--- src/rtl/jtdsp16_pkg.sv ---
// Shared constants and state encoding for the JTDSP16 do-loop sequencer.
package jtdsp16_pkg;

    localparam int DO_NW   = 4;
    localparam int DO_KW   = 11;
    localparam int DO_MAXN = 15;

    typedef enum logic {
        IDLE = 1'b0,
        LOOP = 1'b1
    } do_state_e;

endpackage

--- src/rtl/jtdsp16_do_ctr.sv ---
// Combined body-index / iteration counter: load, wrap-to-1 on body end, terminal detect.
module jtdsp16_do_ctr
    import jtdsp16_pkg::*;
#(
    parameter int NW = DO_NW,
    parameter int KW = DO_KW
) (
    input  logic          clk,
    input  logic          rst_n,
    input  logic          load,
    input  logic          adv,
    input  logic [KW-1:0] load_k,
    input  logic [NW-1:0] last_n,
    output logic [NW-1:0] pc,
    output logic [KW-1:0] cnt,
    output logic          term
);

    logic [NW-1:0] pc_q,  pc_d;
    logic [KW-1:0] cnt_q, cnt_d;

    // NOTE: every always_comb output gets a default first so no latch is inferred.
    always_comb begin
        pc_d  = pc_q;
        cnt_d = cnt_q;
        if (load) begin
            pc_d  = NW'(1);
            cnt_d = load_k;
        end else if (adv) begin
            if (pc_q < last_n) begin
                pc_d = pc_q + NW'(1);
            end else if (cnt_q > KW'(1)) begin
                pc_d  = NW'(1);
                cnt_d = cnt_q - KW'(1);
            end else begin
                pc_d  = '0;
                cnt_d = '0;
            end
        end
    end

    // NOTE: sequential state uses non-blocking assignments only.
    always_ff @(posedge clk or negedge rst_n) begin
        if (!rst_n) begin
            pc_q  <= '0;
            cnt_q <= '0;
        end else begin
            pc_q  <= pc_d;
            cnt_q <= cnt_d;
        end
    end

    assign pc   = pc_q;
    assign cnt  = cnt_q;
    assign term = (pc_q == last_n) && (cnt_q == KW'(1));

endmodule

--- src/rtl/jtdsp16_do_ctrl.sv ---
// Do-loop sequencer feeding the ROM address unit with DO/REDO loop strobes.
// Optional sticky misuse flag do_err when JTDSP16_DO_ERR_EN is defined.
module jtdsp16_do_ctrl
    import jtdsp16_pkg::*;
#(
    parameter int NW = DO_NW,
    parameter int KW = DO_KW
) (
    input  logic          clk,
    input  logic          rst_n,
    input  logic          cen,
    input  logic          pc_halt,
    input  logic          do_en,
    input  logic          redo_en,
    input  logic [NW-1:0] ni_field,
    input  logic [6:0]    k_imm,
    input  logic          k_sel,
    input  logic [KW-1:0] k_reg,
    output logic          do_start,
    output logic          do_redo,
    output logic          do_save,
    output logic          do_short,
    output logic          do_out,
    output logic [NW-1:0] do_pc,
    output logic [KW-1:0] do_data,
    output logic          do_busy
`ifdef JTDSP16_DO_ERR_EN
    ,
    output logic          do_err
`endif
);

    do_state_e     state_q, state_d;
    logic [NW-1:0] last_n_q, last_n_d;
    logic [KW-1:0] k_val;
    logic          idle, busy;
    logic          do_acc, redo_acc, adv, term;

    assign k_val = k_sel ? k_reg : {{(KW-7){1'b0}}, k_imm};
    assign idle  = (state_q == IDLE);
    assign busy  = (state_q == LOOP);

    // do_en has priority: a DO that turns out to be a NOP also blocks a REDO.
    assign do_acc   = cen && idle && do_en && (ni_field != '0) && (k_val != '0);
    assign redo_acc = cen && idle && !do_en && redo_en && (last_n_q != '0) && (k_val != '0);
    assign adv      = cen && busy && !pc_halt;

    jtdsp16_do_ctr #(.NW(NW), .KW(KW)) u_ctr (
        .clk    (clk),
        .rst_n  (rst_n),
        .load   (do_acc || redo_acc),
        .adv    (adv),
        .load_k (k_val),
        .last_n (last_n_q),
        .pc     (do_pc),
        .cnt    (do_data),
        .term   (term)
    );

    always_ff @(posedge clk or negedge rst_n) begin
        if (!rst_n) begin
            state_q  <= IDLE;
            last_n_q <= '0;
        end else begin
            state_q  <= state_d;
            last_n_q <= last_n_d;
        end
    end

    always_comb begin
        state_d  = state_q;
        last_n_d = do_acc ? ni_field : last_n_q;
        case (state_q)
            IDLE:    if (do_acc || redo_acc) state_d = LOOP;
            LOOP:    if (adv && term)        state_d = IDLE;
            default: state_d = IDLE;
        endcase
    end

    always_comb begin
        do_start = do_acc || redo_acc;
        do_save  = do_acc;
        do_redo  = redo_acc;
        do_out   = adv && term;
        do_busy  = busy;
        do_short = busy && (last_n_q == NW'(1));
    end

`ifdef JTDSP16_DO_ERR_EN
    logic err_q, err_d;

    always_comb begin
        err_d = err_q;
        if (cen && busy && (do_en || redo_en))                      err_d = 1'b1;
        if (cen && do_en && (ni_field == '0))                       err_d = 1'b1;
        if (cen && !do_en && redo_en && (last_n_q == '0))           err_d = 1'b1;
    end

    always_ff @(posedge clk or negedge rst_n) begin
        if (!rst_n) err_q <= 1'b0;
        else        err_q <= err_d;
    end

    assign do_err = err_q;
`endif

endmodule

--- config.mk ---
export PLATFORM = sky130hd
export DESIGN_NAME = jtdsp16_do_ctrl
export DESIGN_NICKNAME = d
export VERILOG_FILES = /design/src/rtl/jtdsp16_pkg.sv /design/src/rtl/jtdsp16_do_ctr.sv /design/src/rtl/jtdsp16_do_ctrl.sv
export SDC_FILE = /design/constraint.sdc
export NUM_CORES = 1
export LEC_CHECK = 0
export CAP_MARGIN = 0
export CORE_UTILIZATION = 47
export DETAILED_ROUTE_END_ITERATION = 10
export PLACE_DENSITY_LB_ADDON = 0.05
export SKIP_CTS_REPAIR_TIMING = 1
export SYNTH_ARGS = -nofsm -noshare
export SYNTH_HDL_FRONTEND = slang
export SYNTH_HIERARCHICAL = 1
export SYNTH_SLANG_ARGS = --single-unit
--- constraint.sdc ---
create_clock -name clk -period 2.5 [get_ports clk]
set_input_delay 0.375 -clock clk [delete_from_list [all_inputs] [get_ports clk]]
set_output_delay 0.375 -clock clk [all_outputs]
set_load 0.01 [all_outputs]
# --- Word-level counts from Yosys, hierarchy flattened ---
# Cells that the tools add are included.
op_classes:
  eq_ne: 4
  order_cmp: 2
  n_mux: 12
  bitwise: 1
  add_sub_neg: 2
  reduce_logical: 21
op_table:
  columns: ["cell", "n"]
  rows:
  - ["two-way mux 11 bit", 5]
  - ["logical AND 1 bit", 13]
  - ["two-way mux 4 bit", 3]
  - ["== test 11 x 1 -> 1 bit, second input constant", 1]
  - ["> comparator 11 x 1 -> 1 bit, second input constant", 1]
  - ["nonzero test 11 bit", 1]
  - ["subtractor 11 x 1 -> 11 bit, second input constant", 1]
  - ["nonzero test 4 bit", 2]
  - ["adder 4 x 1 -> 4 bit, second input constant", 1]
  - ["== test 4 x 1 -> 1 bit, second input constant", 1]
  - ["== test 4 bit", 1]
  - ["< comparator 4 bit", 1]
  - ["two-way mux 1 bit", 3]
  - ["logical NOT 1 bit", 2]
  - ["inequality test 2 bit, second input constant", 1]
  - ["one-hot mux 1 bit (2 select lines)", 1]
  - ["AND reduction 2 bit", 1]
  - ["nonzero test 2 bit", 1]
  - ["logical OR 1 bit", 1]
  - ["inverter 1 bit", 1]
word_totals:
  wordCells: 46
  regBits: 20
  output_inout_bits: 21
  inputBits: 29

# --- Depth between registers and ports, before layout ---
logic_depth:
  ltp_word: 9
  depth_mapped: 8
  mapped_depth_nobuf: 8

# --- Modules after synthesis ---
# The synthesis kept the hierarchy.
by_module_without_submodules:
  columns: ["module", "cells_per_inst", "seq_area_each_um2", "instances", "area_per_inst_um2"]
  rows:
  - ["jtdsp16_do_ctr", 128, 375.4, 1, 1151.1]
  - ["jtdsp16_do_ctrl", 44, 125.1, 1, 432.9]

# --- Worst setup path before layout ---
# No wires, ideal clock.
synth_path:
  kind: "input -> register"
  from: "input do_en"
  to: "register u_ctr.cnt_q[4] (netlist: u_ctr/cnt[4])"
  t_required_ns: 2.373
  slack_ns: 0.373
  t_arrival_ns: 2.000
  stages: 7
  path_buffers: 2
  cell_sequence: "nand2b_1 > o21a_1 > nor3_1 > clkdlybuf4s50_2 > inv_1 > buf_4 > a2bb2oi_1"
synth_via:
  elab_chain_cells: 8
synth_rtl:
  columns: ["item", "line", "text"]
  rows:
  - ["from (decl)", "jtdsp16_do_ctrl.sv:13", "input logic do_en,"]
  - ["logical NOT 1 bit", "jtdsp16_do_ctrl.sv:45", "assign redo_acc = cen && idle && !do_en && redo_en && (last_n_q != '0) && (k_val != '0);"]
  - ["logical AND 1 bit (4 in series)", "jtdsp16_do_ctrl.sv:45", null]
  - ["logical OR 1 bit *", null, null]
  - ["net do_start", "jtdsp16_do_ctrl.sv:19", "output logic do_start,"]
  - ["inequality test 2 bit (no source line) or nonzero test 2 bit (tied branches)", null, null]
  - ["AND reduction 2 bit (no source line)", null, null]
  - ["to (signal assigned)", "jtdsp16_do_ctr.sv:49", "cnt_q <= cnt_d;"]
  - ["to (decl)", "jtdsp16_do_ctr.sv:20", "logic [KW-1:0] cnt_q, cnt_d;"]
# The timed path passes the listed nets; every way through them passes the cells marked *.
# A chain may end at the register's enable or synchronous reset.

# --- Worst setup path in the final report ---
layout_path:
  from: "input ni_field[1]"
  to: "output do_save"
layout_via:
  elab_chain_cells: 3
layout_rtl:
  columns: ["item", "line", "text"]
  rows:
  - ["from (decl)", "jtdsp16_do_ctrl.sv:15", "input logic [NW-1:0] ni_field,"]
  - ["nonzero test 4 bit", "jtdsp16_do_ctrl.sv:44", "assign do_acc = cen && idle && do_en && (ni_field != '0) && (k_val != '0);"]
  - ["logical AND 1 bit (2 in series)", "jtdsp16_do_ctrl.sv:44", null]
  - ["to (decl)", "jtdsp16_do_ctrl.sv:21", "output logic do_save,"]
# Every way passes these cells.

==> impl_results.md <==
* Power, Total at 1.66 mW
* Critical Path Start Type: input pin
* Synth Area in Compound Gates at 0.220
* Final setup viols at 0
* Vias per inst at 5.83
* Drt drc at 0
* Final setup skew at 0.00905 ns
* Outcome: finished clean
* Relative slew slack at 0.654
* Area of the multi-input gates at 993 um2
* Crit path kind: input pin to output port
* Power Dens Cells at 755 mW/mm2
* Most frequent cell after synthesis: dfrtp_1
* Ys async rst share at 1.00
* I/O pin count at 50
* Worst hold margin at 0.397 ns
* Fraction of the mapped netlist area in adder cells at 0.0553
* Clk slew on worst S/H paths at 0.12 ns
* VDD IR max at 0.285 mV
* Grt ovf at 0
* Synthesis Warnings at 6
* Syn_nets at 208
* Required @ worst endpoint at 2.12 ns
* GP Congestion at 0.889
* Core area at 0.00313 mm2
* Clock buffer depth at 2
* Fillers at 248
* Die area at 0.00361 mm2
* Number of global-route vias before repair at 1473
* # port buffers at 49
* Simple-Gate Fraction of Synth Area at 0.250
* CP Data Arrival Time at 1.96 ns
* Area grow syn2layout at 39.2%
* Setup TNS at 0 ns
* Reg2Reg Depth at 6
* Crit-path slowest cell: clkdlybuf4s50_1
* First-pass GRT wire length at 6870 um
* DIE WIDTH at 60.1 um
* Initial Utilization at 0.506
* Final nets at 264
* Post-synth EDFFs at 0
* Worst Slack Setup Final at 0.160 ns
* Cell chain of the critical path: clkdlybuf4s50_1 -> o41ai_1 -> nor2_1 -> nand3_2 -> inv_1 -> clkdlybuf4s50_1
* Largest net degree at the start of global routing at 21
* Placed insts at 265
* Clk sinks at 20
* Main synth FF type: dfrtp_1
* CP max FO at 2
* CP Capture Type: output port
* Post-synthesis mux area share at 0.0845
* MaxCap Viol Count at 0
* Maximum clock rate at 0.427 GHz
* CTS tree: yes
* CP max stage delay at 0.47 ns
* DR pass1 iterations at 5
* Skew-Pair Late Insertion Delay at 0.30 ns
* WL/cell at 15.6 um
* CTS Buf Count at 3
* Reg area at 502 um2
* Fin crit period at 2.34 ns
* Slew Viols, Final at 0
* Post-Syn Area at 0.00158 mm2
* DP HPWL at 3240 um
* Clk root buf: clkbuf_4
* Synth cell types at 49
* Syn_area_per_cell at 9.21 um2
* Area share of the largest cell type after synthesis at 0.316
* Synth Area in XOR/XNOR at 0.0111
* Slew @ Worst Pin at 0.519 ns
* Final Hold Fails at 0
* # H-tree levels at 1
* Largest family of logic cells by synthesized area: simple AND/OR/NAND/NOR gates
* Die Ht at 60.1 um
* Post-Layout Cell Count at 271
* CP dominant cell by count: clkdlybuf4s50_1
* 1st-iter DRT viols at 129
* Tightest Hold Check Type: input pin to asynchronous set/reset pin
* Layout cell share with drive strength beyond 1 at 0.154
* Leading area contributor after synthesis: dfrtp_1
* Ant diodes at 0
* Site row count at 20
* Yosys reg bits at 20
* Mapped Cells at 172
* Post-synth top cells: dfrtp_1 (20), nand2_1 (11), nor2_1 (11)
* R2R Setup Slk at 0.36 ns
* Largest cells by area after synthesis: dfrtp_1 (32%), ha_1 (5.5%), mux2_2 (5.0%)
* Vias after detailed routing at 1581
* Routed wire length at 4220 um
* LEAKAGE at 0.926 nW
* Sequential element share of the synthesized area at 0.316
* Fin crit share at 0.936
* Initial antenna violation count at 0
* RSZ-0062 raised after global routing: no
* DRT antenna net count at 0
* Overall Global Routing Usage at 0.255
* Pre-CTS setup slack at 0.00724 ns
critical path: cells and delay by family:
family / cells / cell delay (ns)
AOI/OAI and AO/OA: 1 / 0.45
buffers and inverters: 3 / 0.94
and+or+nand+nor: 2 / 0.20
worst paths after layout:
kind / startpoint / endpoint
setup / recovery: ni_field[1] / do_save
hold / removal: rst_n / u_ctr/pc[1]$_DFFE_PN0P_
setup reg to reg: u_ctr/pc[1]$_DFFE_PN0P_ / u_ctr/cnt[6]$_DFFE_PN0P_
hold reg to reg: last_n_q[1]$_DFFE_PN0P_ / last_n_q[1]$_DFFE_PN0P_
max in group asynchronous: rst_n / u_ctr/pc[1]$_DFFE_PN0P_
min in group clk: last_n_q[1]$_DFFE_PN0P_ / last_n_q[1]$_DFFE_PN0P_
metrics by stage:
stage          cell area, um2  utilization
2_1_floorplan            1580            -
3_3_place_gp             2130        0.682
3_5_place_dp             2130        0.682
4_1_cts                  2170        0.694
5_1_grt                  2200        0.705
6_report                 2200        0.705
report_power, final:
part | internal (mW) | total, mW | switching [mW]
sequential | 0.432 | 0.598 | 0.166
clock | 0.0887 | 0.192 | 0.103
combinational | 0.459 | 0.875 | 0.416
cells in the final DEF, fill, tap and decap left out, types with 2 or more instances in the layout:
master,Yosys,routed
nor2_1,11,11
mux2_2,7,7
o21a_1,4,4
a31oi_1,4,4
nand2b_1,3,3
nand4_1,3,3
o21ai_1,9,9
dfrtp_1,20,19
nor2b_1,2,2
nand2_1,11,11
clkdlybuf4s50_1,0,46
nor4_4,2,2
buf_4,3,11
mux2_1,4,4
o31ai_1,2,2
o31a_1,2,2
nor4b_2,1,2
a41oi_1,2,2
dlymetal6s2s_1,0,3
and2_1,5,5
o21ai_0,2,2
a21oi_1,7,7
nor4_1,7,7
a2bb2oi_1,8,8
inv_1,10,10
nor3_1,9,8
xor2_1,2,2
ha_1,7,7
clkbuf_4,0,3
nand3_2,2,2
final cells by class:
class                      count  area share
timing repair buffer          60       0.263
clock buffer                   4      0.0165
tap                           44      0.0250
inverter                      10      0.0170
multi-input combinational    133       0.451
sequential                    20       0.228
routing by layer:
metal,track usage,vias to the layer above,share of wire
li1,-,757,-
met5,0,-,0
met4,0.0399,0,0
met3,0.0455,0,0.067
met1,0.357,742,0.46
met2,0.416,82,0.47
sequential cells by signal, indices dropped and copies added, names as in the netlist:
register   flops
do_busy        1
last_n_q       4
u_ctr/cnt     11
u_ctr/pc       4
cells by family after synthesis:
kind of cell             Yosys count
AO/OA/AOI/OAI                     48
XOR/XNOR                           2
adder cells (fa/ha/maj)            7
buffers and inverters             19
flip-flops                        20
multiplexers                      12
AND/OR/NAND/NOR                   64
No activity file was read; power rests on OpenSTA's default activity.
==> variant 1, RTL diff (same flow settings) <==
`DO_KW`: 11 -> 13.
--- a/src/rtl/jtdsp16_pkg.sv
+++ b/src/rtl/jtdsp16_pkg.sv
@@ -3,5 +3,5 @@
 
     localparam int DO_NW   = 4;
-    localparam int DO_KW   = 11;
+    localparam int DO_KW   = 13;
     localparam int DO_MAXN = 15;
 
Interface: changed (resized do_data and k_reg); port bits go from 50 to 54. The function was not compared with the original's and may differ.
==> variant 1 against the original RTL <==
  * Global-route usage up 0.96 points
  * Cell area grew 13%
  * Die area is 6.3% higher
  * Non-clock buffer count grew 13
  * Count of clock-buffer cells in the layout down 1
  * Total power is 8.8% higher
  * Register-to-register slack worse by 0.04 ns
  * Critical path depth up 4
  * Synthesized area grew 6.6%
  * Synthesized cell count increased by 10%
  * Wire length grew 15%
  * Setup slack worse by 0.13 ns
  * Worst hold slack got worse by 0.024 ns
  * Sequential cell count rose by 2
==> variant 1: results (changes against the original RTL) <==
Outcome: finished, final reports clean
Static Leak: 1.12 nW (+21%)
P_int: 1.11 mW (+13%)
GP Congestion: 0.870 (-2.1%)
Via density: 5.90 (+1.1%)
NetSw: 0.702 mW (+2.5%)
GR Util All Layers: 26.4% (+0.96 points)
Drt wl/cell: 16.0 um (+2.8%)
Post-Synth Adder-Cell Area: 5.19% (-0.34 points)
WL final: 4.85 mm (+15%)
Worst vdd ir: 0.292 mV (+2.2%)
Slew @ Worst Pin: 0.399 ns (-0.120 ns)
Post-synth top cells: nand2_1 (25), dfrtp_1 (22), nor2_1 (12)
Vias in the first global route: 1,595 (+8.3%)
Flop2flop setup slack: 0.32 ns (-0.04 ns)
DR iter-0 viols: 124 (-3.9%)
Largest net degree at the start of global routing: 32 (+52%)
IO buf count: 53 (+8.2%)
Clock-pin slew on the worst setup and hold paths: 0.14 ns (+0.02 ns)
Crit path to: u_ctr/cnt[5]
First-pass GRT wire length: 7.39 mm (+7.6%)
Hpwl dp: 3.65 mm (+13%)
Worst R2R End: u_ctr/cnt[8]
Max reg flops: 13 (+2)
Clock skew: 0.00693 ns (-0.00212 ns)
Inst Count DP: 298 (+12%)
Critical path peak fanout: 8 (+6)
Share of layout cells above drive strength 1: 18.3% (+2.9 points)
Syn nets: 228 (+9.6%)
-- variant 1: cell types whose count changed after synthesis, moves of 6 or more --
| cell | before | now |
|---|---|---|
| clkbuf_1 | 0 | 6 |
| nand2_1 | 11 | 25 |
| a2bb2oi_1 | 8 | 0 |
| o21ai_1 | 9 | 0 |
-- variant 1: per-layer routing --
metal	share of wire (%)	wire [um]	GRT usage [%]
met5	0	0	0
met4	2.2	108	8.89
met3	6.8	329	3.31
met2	49	2360	43.2
met1	42	2060	36.2
-- variant 1: per-stage QoR --
step | utilization [%] | area (sq um)
2_1_floorplan | - | 1690
3_3_place_gp | 70.2 | 2380
3_5_place_dp | 70.2 | 2380
4_1_cts | 71.8 | 2430
5_1_grt | 73.3 | 2490
6_report | 73.3 | 2490
-- variant 1: layout make-up --
class / instances / area share, %
inverters: 8 / 1.21
well taps: 46 / 2.32
clock buffers: 3 / 0.906
multi-input cells: 150 / 43.9
clock inverters: 1 / 1.21
flip-flops and latches: 22 / 22.2
repair buffers: 73 / 28.3
==> variant 2, RTL diff (config.mk and constraints unchanged) <==
Without the edit above. Register the output `do_redo`, with the module's reset; this adds one clock of latency there. The other outputs are not delayed to match.
--- a/src/rtl/jtdsp16_do_ctrl.sv
+++ b/src/rtl/jtdsp16_do_ctrl.sv
@@ -30,4 +30,6 @@
 `endif
 );
+
+    logic do_redo_d;
 
     do_state_e     state_q, state_d;
@@ -81,5 +83,5 @@
         do_start = do_acc || redo_acc;
         do_save  = do_acc;
-        do_redo  = redo_acc;
+        do_redo_d = redo_acc;
         do_out   = adv && term;
         do_busy  = busy;
@@ -105,4 +107,12 @@
 `endif
 
+    always_ff @(posedge clk or negedge rst_n) begin
+        if (!rst_n) begin
+            do_redo <= '0;
+        end else begin
+            do_redo <= do_redo_d;
+        end
+    end
+
 endmodule
 
Check against the original RTL: not equivalent (a bounded check fails within 4 cycles, from zero or initial values and one cycle with rst_n low).
==> variant 2 against the original RTL <==
  * Core utilization shrank 0.96 points
  * Worst hold slack got worse by 0.0038 ns
  * Synthesized area is 1.6% higher
  * Fmax shrank 3.3%
  * Wire length is 3.8% lower
  * Sequential cell count up 1
  * Count of clock-buffer cells in the layout unchanged
  * Synthesized cell count grew 0.58%
  * Cell area down 0.57%
  * First-iteration DRC count decreased by 12%
  * Total power fell by 1.8%
  * Setup slack worse by 0.080 ns
==> variant 2: results (changes against the original RTL) <==
Post-Place Worst Slack: 0.0698 ns (+0.0626 ns)
Largest net degree at the start of global routing: 22 (+4.8%)
WL final: 4.06 mm (-3.8%)
Hpwl dp: 3.16 mm (-2.3%)
Synth Instances: 173 (+0.58%)
Max-slew violations: 0 (unchanged)
Seq/Total Area, Yosys: 32.7% (+1.1 points)
Placed Area: 0.00216 sq mm (+1.2%)
Inst Count DP: 266 (+0.38%)
Worst vdd ir: 0.282 mV (-1.3%)
Post-Synth Adder-Cell Area: 5.44% (-0.086 points)
Vias in the first global route: 1,430 (-2.9%)
Synth Area in Compound Gates: 21.6% (-0.34 points)
Critical Path Max Stage Delay: 0.48 ns
First-pass GRT wire length: 6.60 mm (-3.9%)
Synth Area in XOR/XNOR: 1.09% (-0.017 points)
Worst-skew pair later-pin latency: 0.31 ns
Yosys warns: 6 (unchanged)
Share of layout cells above drive strength 1: 13.3% (-2.1 points)
DR pass1 iterations: 5 (unchanged)
Vias: 1,560 (-1.3%)
Crit path DAT: 2.04 ns (+0.08 ns)
Static Leak: 0.885 nW (-4.3%)
Post-synth top cells: dfrtp_1 (21), nand2_1 (11), nor2_1 (11)
Outcome: finished, final reports clean
Nets: 263 (-0.38%)
Critical path peak fanout: 3 (+1)
Slowest CP cell: clkdlybuf4s50_1
DR iter-0 viols: 113 (-12%)
Max-slew headroom: 65.0% (-0.41 points)
Syn nets: 209 (+0.48%)
Clock skew: 0.00403 ns (-0.00502 ns)
GP Congestion: 0.878 (-1.2%)
Area contributors post-synth: dfrtp_1 (33%), ha_1 (5.4%), mux2_2 (4.9%), a2bb2oi_1 (4.4%), nor3_1 (2.8%)
Mux share of post-synthesis cell area: 8.32% (-0.13 points)
Via density: 5.78 (-0.96%)
Async S/R FF share, synth: 100% (unchanged)
N_diodes: 0 (unchanged)
GR Util All Layers: 24.0% (-1.4 points)
[variant 2: cell type report]
class,count,area (sq um)
clock buffers,4,26.3
fillers,288,961
inverters,10,37.5
multi-input cells,133,987
flip-flops and latches,21,526
well taps,44,55.1
repair buffers,58,561
[variant 2: kinds of logic (layout without fill, tap and decap cells)]
group                    Yosys count  after routing
XOR/XNOR                           2              2
flip-flops                        21             21
adder cells (fa/ha/maj)            7              7
AO/OA/AOI/OAI                     48             48
AND/OR/NAND/NOR                   64             64
buffers and inverters             19             72
multiplexers                      12             12
[variant 2: final timing paths]
path / startpoint / endpoint / slack [ns] / depth (start not counted)
worst min-delay path: rst_n / u_ctr/pc[1] / 0.39 / 2
min in group clk: last_n_q[1] / last_n_q[1] / 0.57 / 1
worst min register to register: last_n_q[1] / last_n_q[1] / 0.57 / 1
max in group asynchronous: rst_n / u_ctr/cnt[4] / 1.88 / 2
worst max register to register: last_n_q[3] / u_ctr/cnt[6] / 0.41 / 7
worst max-delay path: k_sel / do_start / 0.08 / 6
[variant 2: layer usage]
layer	track usage (%)	routed length (um)	part of all wire (%)	vias to the layer above
met5	0	0	0	-
met1	34.7	1830	45	727
met3	3.62	315	7.8	4
met4	4.87	34	0.84	0
li1	-	-	-	758
met2	38.3	1880	46	71
[variant 2: critical path: cells and delay by family]
family	cells	cell delay [ns]
AO/OA/AOI/OAI	1	0.12
buffers and inverters	2	0.92
AND/OR/NAND/NOR	3	0.63
[variant 2: where the power goes]
part	internal (mW)	switching [mW]	leakage [nW]
clock	0.0623	0.108	0.0150
combinational	0.454	0.400	0.619
sequential	0.446	0.164	0.251
